==> src/rtl/ir_queue_select.sv <==
// ---------------------------------------------------------------------------
// ir_queue_select
//
// Instruction-register select/encode block with a small prefetch buffer.
// Instruction words arrive from the memory data path over a valid/ready
// handshake and queue in a DEPTH-entry FIFO. The control unit pops the head
// into the instruction register (IR) with ir_load. The IR is decoded into
// opcode, a sign-extended constant, and one-hot register load/drive strobes
// chosen by the Gra/Grb/Grc field selects.
//
// Parameters
//   DATA_W  instruction width
//   OPC_W   opcode field width (the MSBs of the word)
//   REG_W   register field width; NUM_REGS = 2**REG_W
//   DEPTH   prefetch entries. Must be a power of 2 and at least 2, because
//           the pointers wrap by natural overflow.
//
// Instruction layout, MSB down: opcode | ra | rb | rc. The constant C is the
// low C_W = DATA_W-OPC_W-2*REG_W bits, so it overlaps rc.
//
// Ports
//   clk, clr            clock, synchronous active-high reset
//   flush               drop all buffered words. Beats push and ir_load.
//   in_valid/in_ready   push handshake for in_data
//   fifo_count          number of buffered words
//   ir_load             pop the head into ir_q. ir_valid pulses next cycle.
//   ir_q, ir_valid      IR contents and fresh-load pulse
//   opcode              opcode field
//   C_sign_extended     C field, sign-extended to DATA_W
//   Gra/Grb/Grc         field selects, priority Gra > Grb > Grc
//   Rin/Rout/BAout      register load / drive / base-address strobes
//   sel_index           selected register number (0 when nothing selected)
//   RegIn/RegOut        one-hot load / drive strobes
//   base_zero           BAout addressed R0: the bus must carry zero
//   sel_error           sticky flag, set when 2+ selects are high at an edge
//
// Build option
//   IR_DECODE_PIPE_EN   when defined, sel_index/RegIn/RegOut/base_zero are
//                       registered, giving one cycle of latency after the
//                       strobes. sel_error timing does not change.
// ---------------------------------------------------------------------------
module ir_queue_select #(
  parameter int DATA_W = 32,
  parameter int OPC_W  = 5,
  parameter int REG_W  = 4,
  parameter int DEPTH  = 2
) (
  input  logic                         clk,
  input  logic                         clr,
  input  logic                         flush,
  input  logic                         in_valid,
  output logic                         in_ready,
  input  logic [DATA_W-1:0]            in_data,
  output logic [$clog2(DEPTH+1)-1:0]   fifo_count,
  input  logic                         ir_load,
  output logic [DATA_W-1:0]            ir_q,
  output logic                         ir_valid,
  output logic [OPC_W-1:0]             opcode,
  output logic [DATA_W-1:0]            C_sign_extended,
  input  logic                         Gra,
  input  logic                         Grb,
  input  logic                         Grc,
  input  logic                         Rin,
  input  logic                         Rout,
  input  logic                         BAout,
  output logic [REG_W-1:0]             sel_index,
  output logic [(2**REG_W)-1:0]        RegIn,
  output logic [(2**REG_W)-1:0]        RegOut,
  output logic                         base_zero,
  output logic                         sel_error
);

  localparam int NUM_REGS = 2**REG_W;
  localparam int C_W      = DATA_W - OPC_W - 2*REG_W;
  localparam int PTR_W    = $clog2(DEPTH);
  localparam int CNT_W    = $clog2(DEPTH+1);
  localparam logic [CNT_W-1:0] FULL_CNT = CNT_W'(DEPTH);

  // Bit positions of the register fields, counted down from the MSB.
  localparam int RA_MSB = DATA_W - OPC_W - 1;
  localparam int RB_MSB = RA_MSB - REG_W;
  localparam int RC_MSB = RB_MSB - REG_W;

  // -------------------------------------------------------------------------
  // Helper functions
  // -------------------------------------------------------------------------
  function automatic logic signed [DATA_W-1:0] sext_c(input logic [C_W-1:0] c);
    sext_c = {{(DATA_W-C_W){c[C_W-1]}}, c};
  endfunction

  function automatic logic [NUM_REGS-1:0] onehot(input logic [REG_W-1:0] idx);
    onehot      = '0;
    onehot[idx] = 1'b1;
  endfunction

  function automatic logic multi_select(input logic a, input logic b, input logic c);
    multi_select = (a & b) | (a & c) | (b & c);
  endfunction

  // -------------------------------------------------------------------------
  // Prefetch buffer state
  // -------------------------------------------------------------------------
  logic [DATA_W-1:0] mem [DEPTH];
  logic [PTR_W-1:0]  wr_ptr;
  logic [PTR_W-1:0]  rd_ptr;
  logic [CNT_W-1:0]  count;
  logic              full;
  logic              empty;
  logic              push;
  logic              pop;

  assign full       = (count == FULL_CNT);
  assign empty      = (count == '0);
  assign in_ready   = !full && !clr;
  assign fifo_count = count;

  // in_ready is computed before the pop, so a full buffer never takes a word
  // in the same cycle it is popped. An empty-buffer load never bypasses
  // in_data: the word goes into the buffer instead.
  assign push = in_valid && in_ready && !flush;
  assign pop  = ir_load && !empty && !flush;

  // Storage is data only. Unwritten entries are never read because count
  // gates every pop.
  always_ff @(posedge clk) begin
    if (push) begin
      mem[wr_ptr] <= in_data;
    end
  end

  always_ff @(posedge clk) begin
    if (clr) begin
      wr_ptr    <= '0;
      rd_ptr    <= '0;
      count     <= '0;
      ir_q      <= '0;
      ir_valid  <= 1'b0;
      sel_error <= 1'b0;
    end else begin
      // The select-error monitor watches the strobes every edge, whatever
      // the buffer is doing.
      sel_error <= sel_error | multi_select(Gra, Grb, Grc);

      if (flush) begin
        wr_ptr   <= '0;
        rd_ptr   <= '0;
        count    <= '0;
        ir_valid <= 1'b0;
      end else begin
        ir_valid <= pop;
        if (pop) begin
          ir_q   <= mem[rd_ptr];
          rd_ptr <= rd_ptr + PTR_W'(1);
        end
        if (push) begin
          wr_ptr <= wr_ptr + PTR_W'(1);
        end
        case ({push, pop})
          2'b10:   count <= count + CNT_W'(1);
          2'b01:   count <= count - CNT_W'(1);
          default: count <= count;
        endcase
      end
    end
  end

  // -------------------------------------------------------------------------
  // p0: combinational decode from ir_q and the strobes
  // -------------------------------------------------------------------------
  logic [REG_W-1:0]          ra;
  logic [REG_W-1:0]          rb;
  logic [REG_W-1:0]          rc;
  logic signed [DATA_W-1:0]  c_sext;
  logic                      any_sel_p0;
  logic [REG_W-1:0]          sel_index_p0;
  logic [NUM_REGS-1:0]       reg_in_p0;
  logic [NUM_REGS-1:0]       reg_out_p0;
  logic                      base_zero_p0;

  assign opcode          = ir_q[DATA_W-1 -: OPC_W];
  assign ra              = ir_q[RA_MSB -: REG_W];
  assign rb              = ir_q[RB_MSB -: REG_W];
  assign rc              = ir_q[RC_MSB -: REG_W];
  assign c_sext          = sext_c(ir_q[C_W-1:0]);
  assign C_sign_extended = c_sext;

  always_comb begin
    any_sel_p0   = Gra | Grb | Grc;
    sel_index_p0 = '0;
    reg_in_p0    = '0;
    reg_out_p0   = '0;
    base_zero_p0 = 1'b0;

    if (Gra) begin
      sel_index_p0 = ra;
    end else if (Grb) begin
      sel_index_p0 = rb;
    end else if (Grc) begin
      sel_index_p0 = rc;
    end

    // With no select asserted, index 0 means "no register". It is not R0,
    // so none of the strobes fire.
    if (any_sel_p0) begin
      if (Rin) begin
        reg_in_p0 = onehot(sel_index_p0);
      end
      // A base address taken from R0 reads as literal zero. R0 is not
      // driven onto the bus.
      if (BAout && !Rout && (sel_index_p0 == '0)) begin
        base_zero_p0 = 1'b1;
      end else if (Rout || BAout) begin
        reg_out_p0 = onehot(sel_index_p0);
      end
    end
  end

`ifdef IR_DECODE_PIPE_EN
  // -------------------------------------------------------------------------
  // p1: registered select outputs
  // -------------------------------------------------------------------------
  logic [REG_W-1:0]    sel_index_p1;
  logic [NUM_REGS-1:0] reg_in_p1;
  logic [NUM_REGS-1:0] reg_out_p1;
  logic                base_zero_p1;

  always_ff @(posedge clk) begin
    if (clr) begin
      sel_index_p1 <= '0;
      reg_in_p1    <= '0;
      reg_out_p1   <= '0;
      base_zero_p1 <= 1'b0;
    end else begin
      sel_index_p1 <= sel_index_p0;
      reg_in_p1    <= reg_in_p0;
      reg_out_p1   <= reg_out_p0;
      base_zero_p1 <= base_zero_p0;
    end
  end

  assign sel_index = sel_index_p1;
  assign RegIn     = reg_in_p1;
  assign RegOut    = reg_out_p1;
  assign base_zero = base_zero_p1;
`else
  assign sel_index = sel_index_p0;
  assign RegIn     = reg_in_p0;
  assign RegOut    = reg_out_p0;
  assign base_zero = base_zero_p0;
`endif

endmodule
==> config.mk <==
export PLATFORM = sky130hd
export DESIGN_NAME = ir_queue_select
export DESIGN_NICKNAME = d
export VERILOG_FILES = /design/src/rtl/ir_queue_select.sv
export SDC_FILE = /design/constraint.sdc
export NUM_CORES = 1
export LEC_CHECK = 0
export BUFFER_PORTS_ARGS = -buffer_cell sky130_fd_sc_hd__buf_2
export CORE_MARGIN = 4
export CORE_UTILIZATION = 45
export CTS_CLUSTER_SIZE = 12
export DETAILED_ROUTE_END_ITERATION = 12
export PLACE_DENSITY = 0.76
export REMOVE_ABC_BUFFERS = 1
export SYNTH_ARGS = -nofsm -noshare
export SYNTH_HDL_FRONTEND = slang
export SYNTH_SLANG_ARGS = --single-unit
==> constraint.sdc <==
create_clock -name clk -period 2.9 [get_ports clk]
set_input_delay 0.145 -clock clk [delete_from_list [all_inputs] [get_ports clk]]
set_output_delay 0.145 -clock clk [all_outputs]
set_load 0.03 [all_outputs]
# After elaboration in Yosys (flattened, before gate mapping)
# Memory sizes are Yosys's and may differ from the RTL's. A register that Yosys moved wholly into a read port is not among the register bits.
# Index checks and enable logic that the tools add are counted.
# W data, S select, Z words.
# word_totals
register_bits	6
ramBits	64
in_bits	43
out_inout_bits	111
elab_cells	58
n_memories	1
# op_classes
addsub	4
n_lt_le_gt_ge	2
n_eq_ne	3
n_mux	15
bitwise	9
n_reduce_logical	19
# mem_list
memory	depth	width	rd	rd_clocked_by_memory_dff	wr	line	source
mem	2	32	1	1	1	103	logic [DATA_W-1:0] mem [DEPTH];
# op_table
operator	count
$mux W16	5
$mux W4	3
$logic_and A1 B1 Y1	8
$logic_not A1 Y1	5
$lt A4 B5 Y1 const B	1
$mux W1	5
$or A1 B1 Y1	5
$demux W1 S4	1
$eq A2 B2 Y1 const B	2
$ge A4 B1 Y1 const B	1
$logic_not A4 Y1	1
$pmux W2 S2	1
$and A1 B1 Y1	3
$add A1 B1 Y1 const B	2
$add A2 B1 Y2 const B	1
$eq A2 B1 Y1 const B	1
$logic_not A2 Y1	1
$reduce_and A2 Y1	1
$reduce_bool A2 Y1	1
$reduce_or A2 Y1	1
$sub A2 B1 Y2 const B	1
$logic_or A1 B1 Y1	1
$not A1 Y1	1

# Longest topological paths before layout
# Gate-level depths: netlist of the first run.
# depth
ltp_word	10
mapped_depth	8

# Worst setup path after synthesis of the first run
# Ideal clock, no wire load.
# synth_timing
path_kind	reg2reg
startpoint	reg count[0], in the netlist fifo_count[0]
endpoint	mem mem[0][0], enable pin
setup_ns	0.421
t_arrival_ns	2.388
t_required_ns	2.479
setup_slack_ns	0.091
stages_incl_launch_ff	4
n_path_buf	0
period_less_slack_ns	2.809
cell_sequence	dfxtp_1 -> inv_1 -> a211o_1 -> nor2_1
# synth_via
elab_chain_len	7
# synth_rtl
item	line	source
start: declaration	106	logic [CNT_W-1:0] count;
start signal: assignment	159	2'b10: count <= count + CNT_W'(1);
start signal: assignment	160	2'b01: count <= count - CNT_W'(1);
start signal: assignment	161	default: count <= count;
$eq A2 B2 Y1	112	assign full = (count == FULL_CNT);
$logic_not A1 Y1	114	assign in_ready = !full && !clr;
$logic_and A1 B1 Y1	114	
$logic_and A1 B1 Y1 (2 in series)	120	assign push = in_valid && in_ready && !flush;
$mux W1	126	if (push) begin
$mux W1 (not written as such)	127	mem[wr_ptr] <= in_data;
end: declaration	103	
# Every way passes these cells.

# Worst setup path in the final report of the first run
# layout_timing
startpoint	reg ir_q[18] (read register of mem)
endpoint	out base_zero
# layout_via
elab_chain_len	7
# layout_rtl
item	line	source
start: declaration	56	output logic [DATA_W-1:0] ir_q,
$mux W4	198	end else if (Grc) begin
$mux W4	196	end else if (Grb) begin
$mux W4	194	if (Gra) begin
$logic_not A4 Y1	210	if (BAout && !Rout && (sel_index_p0 == '0)) begin
$logic_and A1 B1 Y1	210	
$mux W1	210	
$mux W1	204	if (any_sel_p0) begin
end: declaration	69	output logic base_zero,
# Every way passes these cells.

==> results of run 1 <==
-- cells in the final DEF (no fill, tap or decap), types with 2 or more instances in the layout --
cell type and instances:
sky130_fd_sc_hd__nor2_1 71, sky130_fd_sc_hd__dfxtp_1 37, sky130_fd_sc_hd__nand3_1 8, sky130_fd_sc_hd__inv_4 2, sky130_fd_sc_hd__nand3b_1 4, sky130_fd_sc_hd__nand2b_1 2
sky130_fd_sc_hd__nor3_1 2, sky130_fd_sc_hd__a21oi_1 4, sky130_fd_sc_hd__nor2b_1 3, sky130_fd_sc_hd__inv_1 8, sky130_fd_sc_hd__clkbuf_1 2, sky130_fd_sc_hd__buf_4 5
sky130_fd_sc_hd__edfxtp_1 64, sky130_fd_sc_hd__clkbuf_8 9, sky130_fd_sc_hd__dlygate4sd3_1 31, sky130_fd_sc_hd__xor2_1 2, sky130_fd_sc_hd__clkinv_2 2, sky130_fd_sc_hd__nand2_1 3
sky130_fd_sc_hd__a211oi_1 32, sky130_fd_sc_hd__xnor2_1 2, sky130_fd_sc_hd__buf_2 153, sky130_fd_sc_hd__nor2_4 3, sky130_fd_sc_hd__mux2i_1 32
-- metal layers --
metal / GRT usage, % / vias to the layer above / share of wire (%)
met2: 31.83 / 142 / 52
met4: 6.475 / 0 / 2.0
met5: 0 / - / 0
met1: 18.05 / 1428 / 38
li1: - / 1503 / -
met3: 3.980 / 18 / 7.8
-- sequential cells by signal, indices dropped and copies added, names as in the netlist --
signal and count:
sel_error 1, wr_ptr 1, mem 64, rd_ptr 1, fifo_count 2, ir_valid 1
ir_q 32
-- area by class of cell --
cell class	count	area, sq um
Inverter	10	42.54
Tap cell	129	161.4
Sequential cell	102	2684
Clock buffer	11	131.4
Fill cell	769	3870
Clock inverter	5	35.03
Timing Repair Buffer	189	1114
Multi-Input combinational cell	184	1202
-- logic make-up (layout without fill, tap and decap cells) --
kind of cell               Yosys count  in the layout  share of synthesized area, %
muxes                               32             32                         7.466
buffers and inverters               66            215                         9.974
DFF                                102            102                         62.53
AOI/OAI and AO/OA                   45             45                         8.486
and+or+nand+nor                    101            101                         10.21
xor gates and xnor gates             4              4                        0.8167
adders and majority gates            2              2                        0.5249
-- where the power goes --
part	internal (mW)	switching, mW	total (mW)
registers	1.56	0.0118	1.57
clock network	0.315	0.451	0.766
logic	0.0975	0.153	0.251
total	1.97	0.616	2.59
-- worst paths after layout --
path / from / end / slack [ns] / depth (start not counted)
min: in_data[16] / mem[0][16] / 0.02 / 1
max reg2reg: fifo_count[1] / fifo_count[1] / 0.95 / 6
min reg2reg: sel_error / sel_error / 0.47 / 2
max: ir_q[18] / base_zero / 0.78 / 6
-- through the flow --
stage | setup slack (ns) | hold WS, ns | TNS [ns] | utilization [%] | std cells
final | 0.7829 | 0.01912 | 0 | 58.12 | 630
after global routing | 0.6185 | 0.0001945 | 0 | 58.12 | 630
after CTS | 0.7813 | 0.005653 | 0 | 58.12 | 630
after detailed placement | 0.9729 | 0.3357 | 0 | 52.96 | 583
after global placement | 1.028 | 0.3318 | 0 | 52.96 | 583
after floorplan | -1.709 | 0.2174 | -67.32 | - | 296
==> results.txt, run 1 <==
----------------------------------------------------
[Status]
  Outcome ... finished, final reports clean

[Clock network]
  Clock latency at the later pin of the worst-skew pair ... around 0.35 ns
  Total CTS buffers ... 9
  Clock-pin slew reported for the worst setup and hold paths after clock tree synthesis ... roughly 0.080 ns
  Clock tree from TritonCTS ... built
  Clock Path Buffers ... 2
  Count of clock tree sinks ... a little over 100
  CTS resizes ... 0
  Root buffer cell ... sky130_fd_sc_hd__clkbuf_8
  Number of H-tree levels ... 3
  Post-CTS setup repair buffer count ... 0
  Number of buffers added to fix hold violations after cts ... 31

[Place]
  Post-DP Area ... approximately 0.005 sq mm
  Weighted congestion reported at the end of routability-driven placement ... between 0.8 and 0.9
  DP HPWL ... ~6500 um
  Port Buffers ... between 150 and 200

[STA]
  Highest attainable clock frequency ... between 400 and 500 MHz
  Worst-margin pin slew ... between 1 and 1.5 ns
  Number of endpoints failing setup at the final stage ... 0
  Slew margin rel. ... between 20 and 30%
  Final hold viol count ... 0
  Post-route fraction of the period consumed by the critical path ... approximately three quarters
  Unrepaired setup endpoints after global routing ... no
  Total count of max-transition violations in the final report ... 0
  Final critical-path required period ... around 2.1 ns
  Fin Clk Skew ... slightly above 0.006 ns

[Cells and area]
  Area growth from synthesis to layout ... 25.17%
  Net count of the finished layout ... 540
  Antenna cell count ... 0
  Post-Layout Inst Area ... between 0.005 and 0.006 sq mm
  Share of cells above drive strength 1 ... 36.93%

[GRT]
  Total global routing overflow ... 0
  First-pass GRT wire length ... 14,860 um
  Vias in the first global route ... 3,010
  Largest net degree at the start of global routing ... 35
  GRT Util Overall ... between 15 and 20%
  Initial antenna violation count ... 0

[Floorplan]
  Number of ports placed on the die boundary ... around 150
  Effective utilization at floorplan ... between 40% and 50%
  Die Footprint ... roughly 0.011 sq mm
  Cell Rows ... 35
  Core footprint ... between 0.009 and 0.01 sq mm
  Horizontal die dimension ... roughly 110 um
  Die Ht ... between 100 and 150 um

[Job]
  Maximum capacitance violations ... 0

[Min path]
  Class of the worst hold path ... in -> reg

[Worst setup path]
  Arrival time of the worst setup path ... about 2.0 ns
  Slowest library cell on the worst path ... sky130_fd_sc_hd__dfxtp_1
  Critical path fanouts, max ... 17
  Cells traversed along the worst timing path ... nand3b_1 -> a22o_2 -> inv_4 -> a2111oi_4 -> and4b_1 -> buf_2
  Worst Setup Path Type ... reg -> out
  Sort of element at the end of the critical path ... output port
  Critical path buffers and inverters ... 2
  Biggest cell delay along the critical path ... ~0.45 ns
  Kind of start point of the critical path ... flip-flop
  Required time at the worst-slack endpoint ... approximately 2.8 ns
  Cell family with most CP delay ... compound AO/OA/AOI/OAI gates

[Route]
  Drt total wl ... between 9000 and 10,000 um
  Drt pass-1 iters ... 4
  Overall via count from detail_route ... 3,091
  DRC Markers ... 0
  Number of vias per cell after detailed routing ... 4.906
  Count of routing violations after the opening detailed-route iteration ... 106
  Final antenna-violating net count ... 0
  Mean routed wirelength per cell ... ~15 um

[Synthesis]
  Synth area leader ... sky130_fd_sc_hd__edfxtp_1
  Post-Synthesis Cell Area ... roughly 0.0043 sq mm
  Post-synth top cells ... sky130_fd_sc_hd__nor2_1 (74), sky130_fd_sc_hd__edfxtp_1 (64), sky130_fd_sc_hd__buf_4 (39)
  Average cell area after synthesis ... between 10 and 15 sq um
  Number of warning messages in the yosys log ... 0
  Number of storage elements in the synthesis netlist ... 102
  Leading post-synthesis cells by cell area ... sky130_fd_sc_hd__edfxtp_1 (45%), sky130_fd_sc_hd__dfxtp_1 (18%), sky130_fd_sc_hd__mux2i_1 (7.5%), sky130_fd_sc_hd__buf_4 (6.8%), sky130_fd_sc_hd__nor2_1 (6.5%)
  Number of enable-type register cells in the synthesized netlist ... 64
  Post-Synthesis Cells ... 352
  Dominant cell by count in the synthesized netlist ... sky130_fd_sc_hd__nor2_1
  Unique masters post-synth ... 36
  Sequential-to-total area share from yosys stat ... a little over three fifths
  Synth async-reset ratio ... 0%
  Area share of the largest cell type after synthesis ... between 40% and 50%
  Top_reg_cell synth ... sky130_fd_sc_hd__edfxtp_1

[Power and ir drop]
  Leakage power total ... roughly 2.2 nW
  Peak ir drop on the vdd network ... around 340 uV
  Total chip power ... 2.591 mW
  Power density over the cells ... 482.5 mW/mm^2

----------------------------------------------------
Note: power is estimated with default switching activity, not from simulation.
==> run 2, diff against run 1 <==
- CORE_UTILIZATION: 45 -> 49
- PLACE_DENSITY: 0.76 -> 0.79
- clock period: 2.9 -> 2.2 ns (I/O delays scaled with it)
==> results.txt, run 2 (synthesis gave the netlist of run 1 again) <==
----------------------------------------------------
[Place]
  Weighted congestion reported at the end of routability-driven placement ... 0.7835 (-11%)
  DP HPWL ... 6321 um (-3.1%)
  Port Buffers ... 153 (unchanged)
  Post-placement setup slack ... 0.3014 ns (-0.6715 ns)

[Power and ir drop]
  Total chip power ... 3.571 mW (+38%)
  Int Power ... 2.728 mW (+38%)
  Power density over the cells ... 657.6 mW/mm^2 (+36%)
  Share of total power consumed by net switching ... 23.59% (-0.19 points)
  Peak ir drop on the vdd network ... 509.1 uV (+52%)
  Comb power frac ... 9.4% (-0.3 points)
  Portion of total power attributed to sequential cells ... 58.1% (-2.7 points)
  NetSw ... 0.8425 mW (+37%)
  Clock power frac ... 32.6% (+3.0 points)
  Leakage power total ... 2.207 nW (+1.4%)

[Clock network]
  Count of clock tree sinks ... 102 (unchanged)
  Clock latency at the later pin of the worst-skew pair ... 0.35 ns (about the same)
  Clock tree from TritonCTS ... built
  Clock-pin slew reported for the worst setup and hold paths after clock tree synthesis ... 0.10 ns (+0.02 ns)
  Total CTS buffers ... 9 (unchanged)
  Number of H-tree levels ... 3 (unchanged)
  Root buffer cell ... sky130_fd_sc_hd__clkbuf_8
  Clock Path Buffers ... 2 (unchanged)

[STA]
  Highest attainable clock frequency ... roughly 500 MHz
  Total count of max-transition violations in the final report ... 0 (unchanged)
  Slew margin rel. ... 64.33% (+35 points)
  Final critical-path required period ... 2.002 ns
  Worst-case setup margin in the final layout ... 0.1977 ns (-0.5852 ns)
  Fin Clk Skew ... 0.009221 ns (+0.003000 ns)
  Unrepaired setup endpoints after global routing ... no
  Final hold viol count ... 0 (unchanged)
  Post-route fraction of the period consumed by the critical path ... between 90% and 100%
  Number of endpoints failing setup at the final stage ... 0 (unchanged)
  Setup TNS ... 0 ns (unchanged)
  Worst-margin pin slew ... 0.5350 ns (-0.5231 ns)

[Route]
  Count of routing violations after the opening detailed-route iteration ... 74 (-30%)
  Drt pass-1 iters ... 4 (unchanged)
  Overall via count from detail_route ... 3,048 (-1.4%)
  Number of vias per cell after detailed routing ... 5.005 (+2.0%)
  Final antenna-violating net count ... 0 (unchanged)
  DRC Markers ... 0 (unchanged)
  Drt total wl ... 9313 um (-3.1%)
  Mean routed wirelength per cell ... 15.29 um (+0.24%)

[Min path]
  Class of the worst hold path ... in -> reg

[Cells and area]
  Most common library cell in the layout ignoring fill and taps ... sky130_fd_sc_hd__buf_2
  Area growth from synthesis to layout ... 26.57%
  Register ranked first by flip-flop count ... mem
  Most frequent cells in the layout ... sky130_fd_sc_hd__buf_2 (153), sky130_fd_sc_hd__nor2_1 (71), sky130_fd_sc_hd__edfxtp_1 (64), sky130_fd_sc_hd__dfxtp_1 (36)
  Net count of the finished layout ... 542 (+0.37%)
  Max reg flops ... 64 (unchanged)
  Share of cells above drive strength 1 ... 37.38% (+0.45 points)

[Floorplan]
  Effective utilization at floorplan ... 51.19% (+4.8 points)
  Die Ht ... 101.6 um (-3.9%)
  Cell Rows ... 33 (-5.7%)
  Die Footprint ... 0.01032 sq mm (-7.6%)
  Horizontal die dimension ... 101.6 um (-3.9%)
  Number of ports placed on the die boundary ... 154 (unchanged)
  Core footprint ... 0.008382 sq mm (-9.3%)

[GRT]
  Total global routing overflow ... 0 (unchanged)
  GRT Util Overall ... 17.81% (+0.93 points)
  Vias in the first global route ... 2,895 (-3.8%)
  First-pass GRT wire length ... 14,210 um (-4.3%)
  Initial antenna violation count ... 1 (+1)
  Largest net degree at the start of global routing ... 35 (unchanged)

[Worst setup path]
  Kind of start point of the critical path ... flip-flop
  Critical path fanouts, max ... 17 (unchanged)
  Required time at the worst-slack endpoint ... 2.09 ns (-0.67 ns)
  Arrival time of the worst setup path ... 1.89 ns (-0.08 ns)
  Worst Setup Path Type ... reg -> out
  Sort of element at the end of the critical path ... output port

[Status]
  Outcome ... finished, final reports clean

[Job]
  Maximum capacitance violations ... 0 (unchanged)

----------------------------------------------------
==> run 2: changes by cell type in the layout (fill, tap and decap cells not counted), sizes merged <==
| cell | delta |
|---|---|
| buf | +1 |
| bufinv | +1 |
| clkbuf | -1 |
| clkinv | -2 |
| clkinvlp | +1 |
| diode | +1 |
| dlygate4sd3 | +1 |
| inv | +1 |
==> run 2: power by group through the flow <==
stage / combinational [mW] / sequential (mW) / clock [mW]
floorplan: 0.128 / 2.15 / 0
global placement: 0.280 / 2.12 / 0
detailed placement: 0.289 / 2.12 / 0
CTS: 0.333 / 2.07 / 1.19
global route: 0.360 / 2.08 / 1.28
finish: 0.335 / 2.07 / 1.16
==> run 2: timing repair <==
| item | in CTS | in global routing |
|---|---|---|
| resized for setup | 0 | 1 |
| hold buffers | 32 | 0 |
| endpoints found under the hold margin | 64 | 0 |
| setup buffers | 0 | 0 |
| setup endpoints to repair | 0 | 2 |
==> run 2: final timing paths <==
path	from	to	slack, ns	cells past startpoint
worst max register to register	fifo_count[0]	fifo_count[1]	0.32	5
worst min-delay path	clr	wr_ptr	0.15	3
worst max-delay path	ir_q[18]	base_zero	0.20	6
worst min register to register	sel_error	sel_error	0.48	2
==> run 2: routing by layer <==
metal	global-route usage, %	share of wire, %	vias to the layer above
met1	19.09	37	1424
met2	34.61	54	119
met3	3.581	7.9	9
met4	5.624	0.77	0
met5	0	0	-
li1	-	-	1496
==> run 2: layout make-up <==
type	instances	area, sq um
fill	651	2952
antenna	1	2.502
multi-input combinational	184	1202
clock buffer	10	127.6
clock inverter	6	70.07
tap	105	131.4
sequential	102	2685
inverter	10	42.54
timing repair buffer	191	1169
==> run 2: critical path, stage by stage (launching register included) <==
cell and delay (ns):
sky130_fd_sc_hd__dfxtp_2 0.40, sky130_fd_sc_hd__nand3b_1 0.11, sky130_fd_sc_hd__a22o_2 0.20, sky130_fd_sc_hd__inv_4 0.06, sky130_fd_sc_hd__a2111oi_4 0.29, sky130_fd_sc_hd__and4b_1 0.27, sky130_fd_sc_hd__buf_2 0.21
==> run 2: stage by stage <==
step	instance area (sq um)	hold slack [ns]	utilization, %	std cells
floorplan	3905	0.1824	-	296
global placement	4908	0.2983	58.56	560
detailed placement	4908	0.3011	58.56	560
CTS	5426	0.1420	64.74	608
global route	5430	0.1605	64.79	609
finish	5430	0.1548	64.79	609
